--- src/rtl/calc_mem_pkg.sv ---
// calc_mem_pkg
//   Shared definitions for the calculator Memory request path: the sequencer
//   state encoding and the Memory rw encoding used by the Memory block,
//   the controller and the benches.
package calc_mem_pkg;

   typedef enum logic [1:0] {
      IDLE    = 2'd0,
      WR      = 2'd1,
      RD_REQ  = 2'd2,
      RD_WAIT = 2'd3
   } mem_ctrl_state_t;

   localparam logic MEM_RD = 1'b0;
   localparam logic MEM_WR = 1'b1;

endpackage

--- src/rtl/calc_mem_ctrl.sv ---
// calc_mem_ctrl
//   Request sequencer in front of the calculator Memory block. Takes one
//   read/write request at a time and drives a one-cycle Memory strobe.
//   Read data is captured and returned with a one-cycle rd_valid pulse.
//   An internal auto-increment pointer lets a producer stream into
//   consecutive words.
//
//   Handshake: a request transfers on a posedge where req_valid && req_ready.
//   req_ready is high only in IDLE. Every request field is captured on that
//   edge, so the requester may change req_* freely afterwards.
//
// Ports
//   clk, reset             clock; asynchronous active-low reset
//   req_valid/req_ready    request handshake
//   req_rw, req_auto       1 = write / 1 = use the internal pointer as address
//   req_addr, req_data     explicit address and write data
//   ptr_clr                synchronous clear of the auto-increment pointer
//   mem_din/addr/rw/valid  Memory port; mem_valid is a one-cycle strobe
//   mem_dout               Memory read data, valid the cycle after a read strobe
//   rd_data, rd_valid      captured read data and its one-cycle update pulse
//   ptr                    current auto-increment pointer
//   state                  current FSM state (debug visibility)
module calc_mem_ctrl
   import calc_mem_pkg::*;
#(
   parameter int DATA_W = 32,
   parameter int ADDR_W = 8
) (
   input  logic              clk,
   input  logic              reset,
   input  logic              req_valid,
   output logic              req_ready,
   input  logic              req_rw,
   input  logic              req_auto,
   input  logic [ADDR_W-1:0] req_addr,
   input  logic [DATA_W-1:0] req_data,
   input  logic              ptr_clr,
   output logic [DATA_W-1:0] mem_din,
   output logic [ADDR_W-1:0] mem_addr,
   output logic              mem_rw,
   output logic              mem_valid,
   input  logic [DATA_W-1:0] mem_dout,
   output logic [DATA_W-1:0] rd_data,
   output logic              rd_valid,
   output logic [ADDR_W-1:0] ptr,
   output mem_ctrl_state_t   state
);

   logic accept;

   assign req_ready = (state == IDLE);
   assign accept    = req_valid && (state == IDLE);

   always_ff @(posedge clk or negedge reset) begin
      if (!reset) begin
         state     <= IDLE;
         mem_din   <= '0;
         mem_addr  <= '0;
         mem_rw    <= MEM_RD;
         mem_valid <= 1'b0;
         rd_data   <= '0;
         rd_valid  <= 1'b0;
         ptr       <= '0;
      end else begin
         // Strobes default low; only the accept edge raises mem_valid.
         mem_valid <= 1'b0;
         rd_valid  <= 1'b0;

         // A clear coinciding with an accepted auto request: the request
         // uses address 0, so the pointer moves past it to 1.
         if (ptr_clr)
            ptr <= (accept && req_auto) ? ADDR_W'(1) : '0;
         else if (accept && req_auto)
            ptr <= ptr + 1'b1;

         case (state)
            IDLE: begin
               if (req_valid) begin
                  mem_addr  <= req_auto ? (ptr_clr ? '0 : ptr) : req_addr;
                  mem_rw    <= req_rw;
                  mem_valid <= 1'b1;
                  if (req_rw == MEM_WR) begin
                     mem_din <= req_data;
                     state   <= WR;
                  end else begin
                     state   <= RD_REQ;
                  end
               end
            end
            WR:      state <= IDLE;
            RD_REQ:  state <= RD_WAIT;
            RD_WAIT: begin
               rd_data  <= mem_dout;
               rd_valid <= 1'b1;
               state    <= IDLE;
            end
            default: state <= IDLE;
         endcase
      end
   end

endmodule

--- config.mk ---
export PLATFORM = sky130hd
export DESIGN_NAME = calc_mem_ctrl
export DESIGN_NICKNAME = d
export VERILOG_FILES = /design/src/rtl/calc_mem_pkg.sv /design/src/rtl/calc_mem_ctrl.sv
export SDC_FILE = /design/constraint.sdc
export NUM_CORES = 1
export LEC_CHECK = 0
export CAP_MARGIN = 40
export CORE_MARGIN = 2
export CORE_UTILIZATION = 41
export CTS_BUF_LIST = sky130_fd_sc_hd__clkbuf_8 sky130_fd_sc_hd__clkbuf_16
export DETAILED_ROUTE_END_ITERATION = 16
export PLACE_DENSITY = 0.83
export SLEW_MARGIN = 20
export SYNTH_ARGS = -nofsm -noshare
export SYNTH_HDL_FRONTEND = slang
export SYNTH_SLANG_ARGS = --single-unit
export TNS_END_PERCENT = 20
--- constraint.sdc ---
create_clock -name clk -period 2.1 [get_ports clk]
set_clock_uncertainty 0.2 [all_clocks]
set_input_delay 0.315 -clock clk [delete_from_list [all_inputs] [get_ports clk]]
set_output_delay 0.315 -clock clk [all_outputs]
set_load 0.05 [all_outputs]
==> flow_summary.json, run 1 <==
{
  "outcome": "completed",
  "intPower_mw": 5.278,
  "final_cell_mix": "140 x clkdlybuf4s50_1, 85 x dfrtp_1, 39 x mux2_2",
  "slew_headroom_pct": 63.98,
  "antenna_found_initial": 0,
  "yosys.area_share.simple_pct": 6.089,
  "synth_cells": 236,
  "drive_above_1_share_pct": 24.57,
  "crit_path_cell_trace": "clkdlybuf4s50_1",
  "grtUsageTotal_pct": 17.85,
  "ant_nets": 0,
  "viasPerCell": 4.694,
  "critPathRequiredTime_ns": 1.58,
  "yosysWarnings": 0,
  "grt_max_degree": 46,
  "synth_fa_ha_area_share_pct": 0.3582,
  "grt_overflow_total": 0,
  "die_h_microns": 96.31,
  "period_minus_slack_ns": 2.042,
  "drc": 0,
  "num_rows": 33,
  "syn_area_per_cell_sq_um": 14.80,
  "switching_share_pct": 46.94,
  "p_clk_share_pct": 11.6,
  "synthMuxAreaShare_pct": 26.90,
  "die_w_microns": 96.31,
  "worst_pin_slew_ns": 0.5404,
  "critPathMaxStageDelay_ns": 0.81,
  "num-fill-cells": 613,
  "ff2ff_path_depth": 4,
  "synth_top_family_by_area": "multiplexers",
  "cts_root_buffer": "clkbuf_8",
  "crit_path_top_delay_cell": "clkdlybuf4s50_1",
  "p_sw_mw": 4.668,
  "rsz0062_at_grt": "no",
  "irDropWorstVdd_mv": 0.9656,
  "cts_buffers": 9,
  "clockBufferDepth": 2,
  "cp-start-kind": "flop",
  "critPathMaxFanout": 3,
  "period_share_pct": 97.24,
  "utilization_pct": 66.48,
  "start_util_pct": 42.30,
  "clk_pin_slew_ns": 0.09,
  "slew_violations": 0,
  "place_area_sq_um": 5246,
  "post_cts_buffers": 0,
  "worstReg2RegEnd": "mem_din[4]$_DFFE_PN0P_",
  "clock_sinks": 85,
  "seq_area_sq_um": 2127,
  "die_area_sq_um": 9275,
  "drv_cap": 0,
  "fmax_ghz": 0.4897,
  "hold_path_class": "primary input to async pin",
  "grt_pass1_vias": 2524,
  "vias": 2422,
  "grt_pass1_wl_microns": 12510,
  "drt_iter0_markers": 99,
  "multi_input_area_sq_um": 1265,
  "p_leak_nw": 2.484,
  "cp.buffers_inverters": 1,
  "wl_per_cell_microns": 15.94,
  "crit_family": "buffers and inverters",
  "dpl.hpwl_microns": 5998,
  "ys_ff_latch": 85,
  "rrSetupSlack_ns": 0.29,
  "end_kind": "output pin",
  "critical_path_class": "flop to output pin",
  "finalSetupViolations": 0,
  "pin_count": 164,
  "tns_ns": 0,
  "synth_fp_nets": 315,
  "core_area_sq_um": 8258,
  "ys_types": 22,
  "globalplace.congestion": 0.7752,
  "layout.nets": 485,
  "area.growth.synth_to_final_pct": 57.16,
  "cts_tree": "built",
  "cts_max_level": 3,
  "synthXorXnorAreaFrac_pct": 0.2507,
  "ys_seq_area_share_pct": 60.89,
  "whs_ns": 0.3019,
  "comb_power_share_pct": 59.9,
  "drt-total-wl_microns": 8223,
  "synth_compound_area_share_pct": 2.579,
  "clk_latency_ns": 0.34,
  "p_seq_share_pct": 28.5,
  "io_buffers": 163,
  "diodes": 0,
  "finalInstanceArea_sq_um": 5490,
  "cp.arrival_ns": 1.53,
  "netlist_area_sq_um": 3493,
  "detail_route.first_pass.iterations": 4,
  "r2r-start": "state[1]$_DFFE_PN0P_",
  "finalHoldViolations": 0,
  "mostFrequentLayoutCell": "clkdlybuf4s50_1",
  "power_density_nw_per_um2": 1812
}
## metrics by stage
step	cells	setup WS (ns)	total power, mW
2_1_floorplan	236	0.1885	6.822
3_3_place_gp	499	0.01885	8.758
3_5_place_dp	499	-0.02975	8.870
4_1_cts	516	0.01462	10.07
5_1_grt	516	0.0002713	10.41
6_report	516	0.05802	9.946
## power by group through the flow
stage	sequential [mW]	combinational, mW	clock, mW
after floorplan	5.52	1.30	0
after global placement	2.83	5.92	0
after detailed placement	2.88	5.99	0
after CTS	2.85	6.02	1.21
after global routing	2.93	6.20	1.28
final	2.84	5.96	1.16
## cell type report
| type | count | share of cell area [%] |
|---|---|---|
| repair buffers | 171 | 31.81 |
| multi-input cells | 134 | 23.04 |
| inverters | 5 | 0.3418 |
| clock inverters | 6 | 1.162 |
| clock buffers | 10 | 2.507 |
| well taps | 105 | 2.393 |
| flip-flops and latches | 85 | 38.74 |
## cells in the mapped netlist, drive strengths merged
cell type,n,area [sq um]
dfrtp,85,2127
mux2,69,889.6
a21oi,16,80.08
nor2,15,56.30
buf,11,80.07
nor2b,9,56.30
inv,5,18.77
mux2i,5,50.05
nand2,4,15.01
nand3,3,15.01
nor3,3,15.01
o21ai,2,10.01
or3,2,12.51
and2,1,6.260
clkbuf,1,3.750
ha,1,12.51
nand4bb,1,11.26
nor3b,1,12.51
nor4,1,12.51
xnor2,1,8.760
## routing by layer
metal | up-vias | track usage [%] | part of all wire [%]
met5 | - | 0 | 0
met3 | 5 | 6.186 | 8.3
li1 | 1145 | - | -
met2 | 98 | 29.98 | 52
met1 | 1174 | 21.42 | 40
met4 | 0 | 5.986 | 0.54
## how the worst max path moves through the flow
stage	slack [ns]	endpoint	cells after the start	start
after floorplan	0.19	ptr[7]$_DFFE_PN0P_	4	state[0]$_DFFE_PN0P_
after global placement	0.02	mem_din[4]$_DFFE_PN0P_	5	req_valid
after detailed placement	-0.03	ptr[7]$_DFFE_PN0P_	6	req_valid
after CTS	0.01	ptr[5]	1	ptr[5]$_DFFE_PN0P_
after global routing	0.0003	ptr[7]	1	ptr[7]$_DFFE_PN0P_
final	0.06	ptr[7]	1	ptr[7]$_DFFE_PN0P_
## flip-flops by register name, summed over array words and instances (netlist names)
signal and count:
mem_valid 1, rd_valid 1, mem_rw 1, rd_data 32
mem_addr 8, ptr 8, state 2, mem_din 32
## repair_timing
action / 4_1_cts / 5_1_grt
hold buffers: 1 / 0
hold endpoints to repair: 40 / 0
gates resized for setup: 2 / 14
endpoints found under the setup margin: 2 / 14
## kinds of logic (layout without fill, tap and decap cells)
logic type | after synthesis | in the layout
XOR/XNOR | 1 | 1
adder cells (fa/ha/maj) | 1 | 1
AO/OA/AOI/OAI | 18 | 18
buffers and inverters | 17 | 192
flip-flops | 85 | 85
AND/OR/NAND/NOR | 40 | 40
multiplexers | 74 | 74
No activity file was read; power rests on OpenSTA's default activity.
==> inputs of run 2 (changes only) <==
Settings changed: CAP_MARGIN 40 to default.
==> results of run 2 <==
No change in the layout: final DEF, timing and power equal those of run 1.
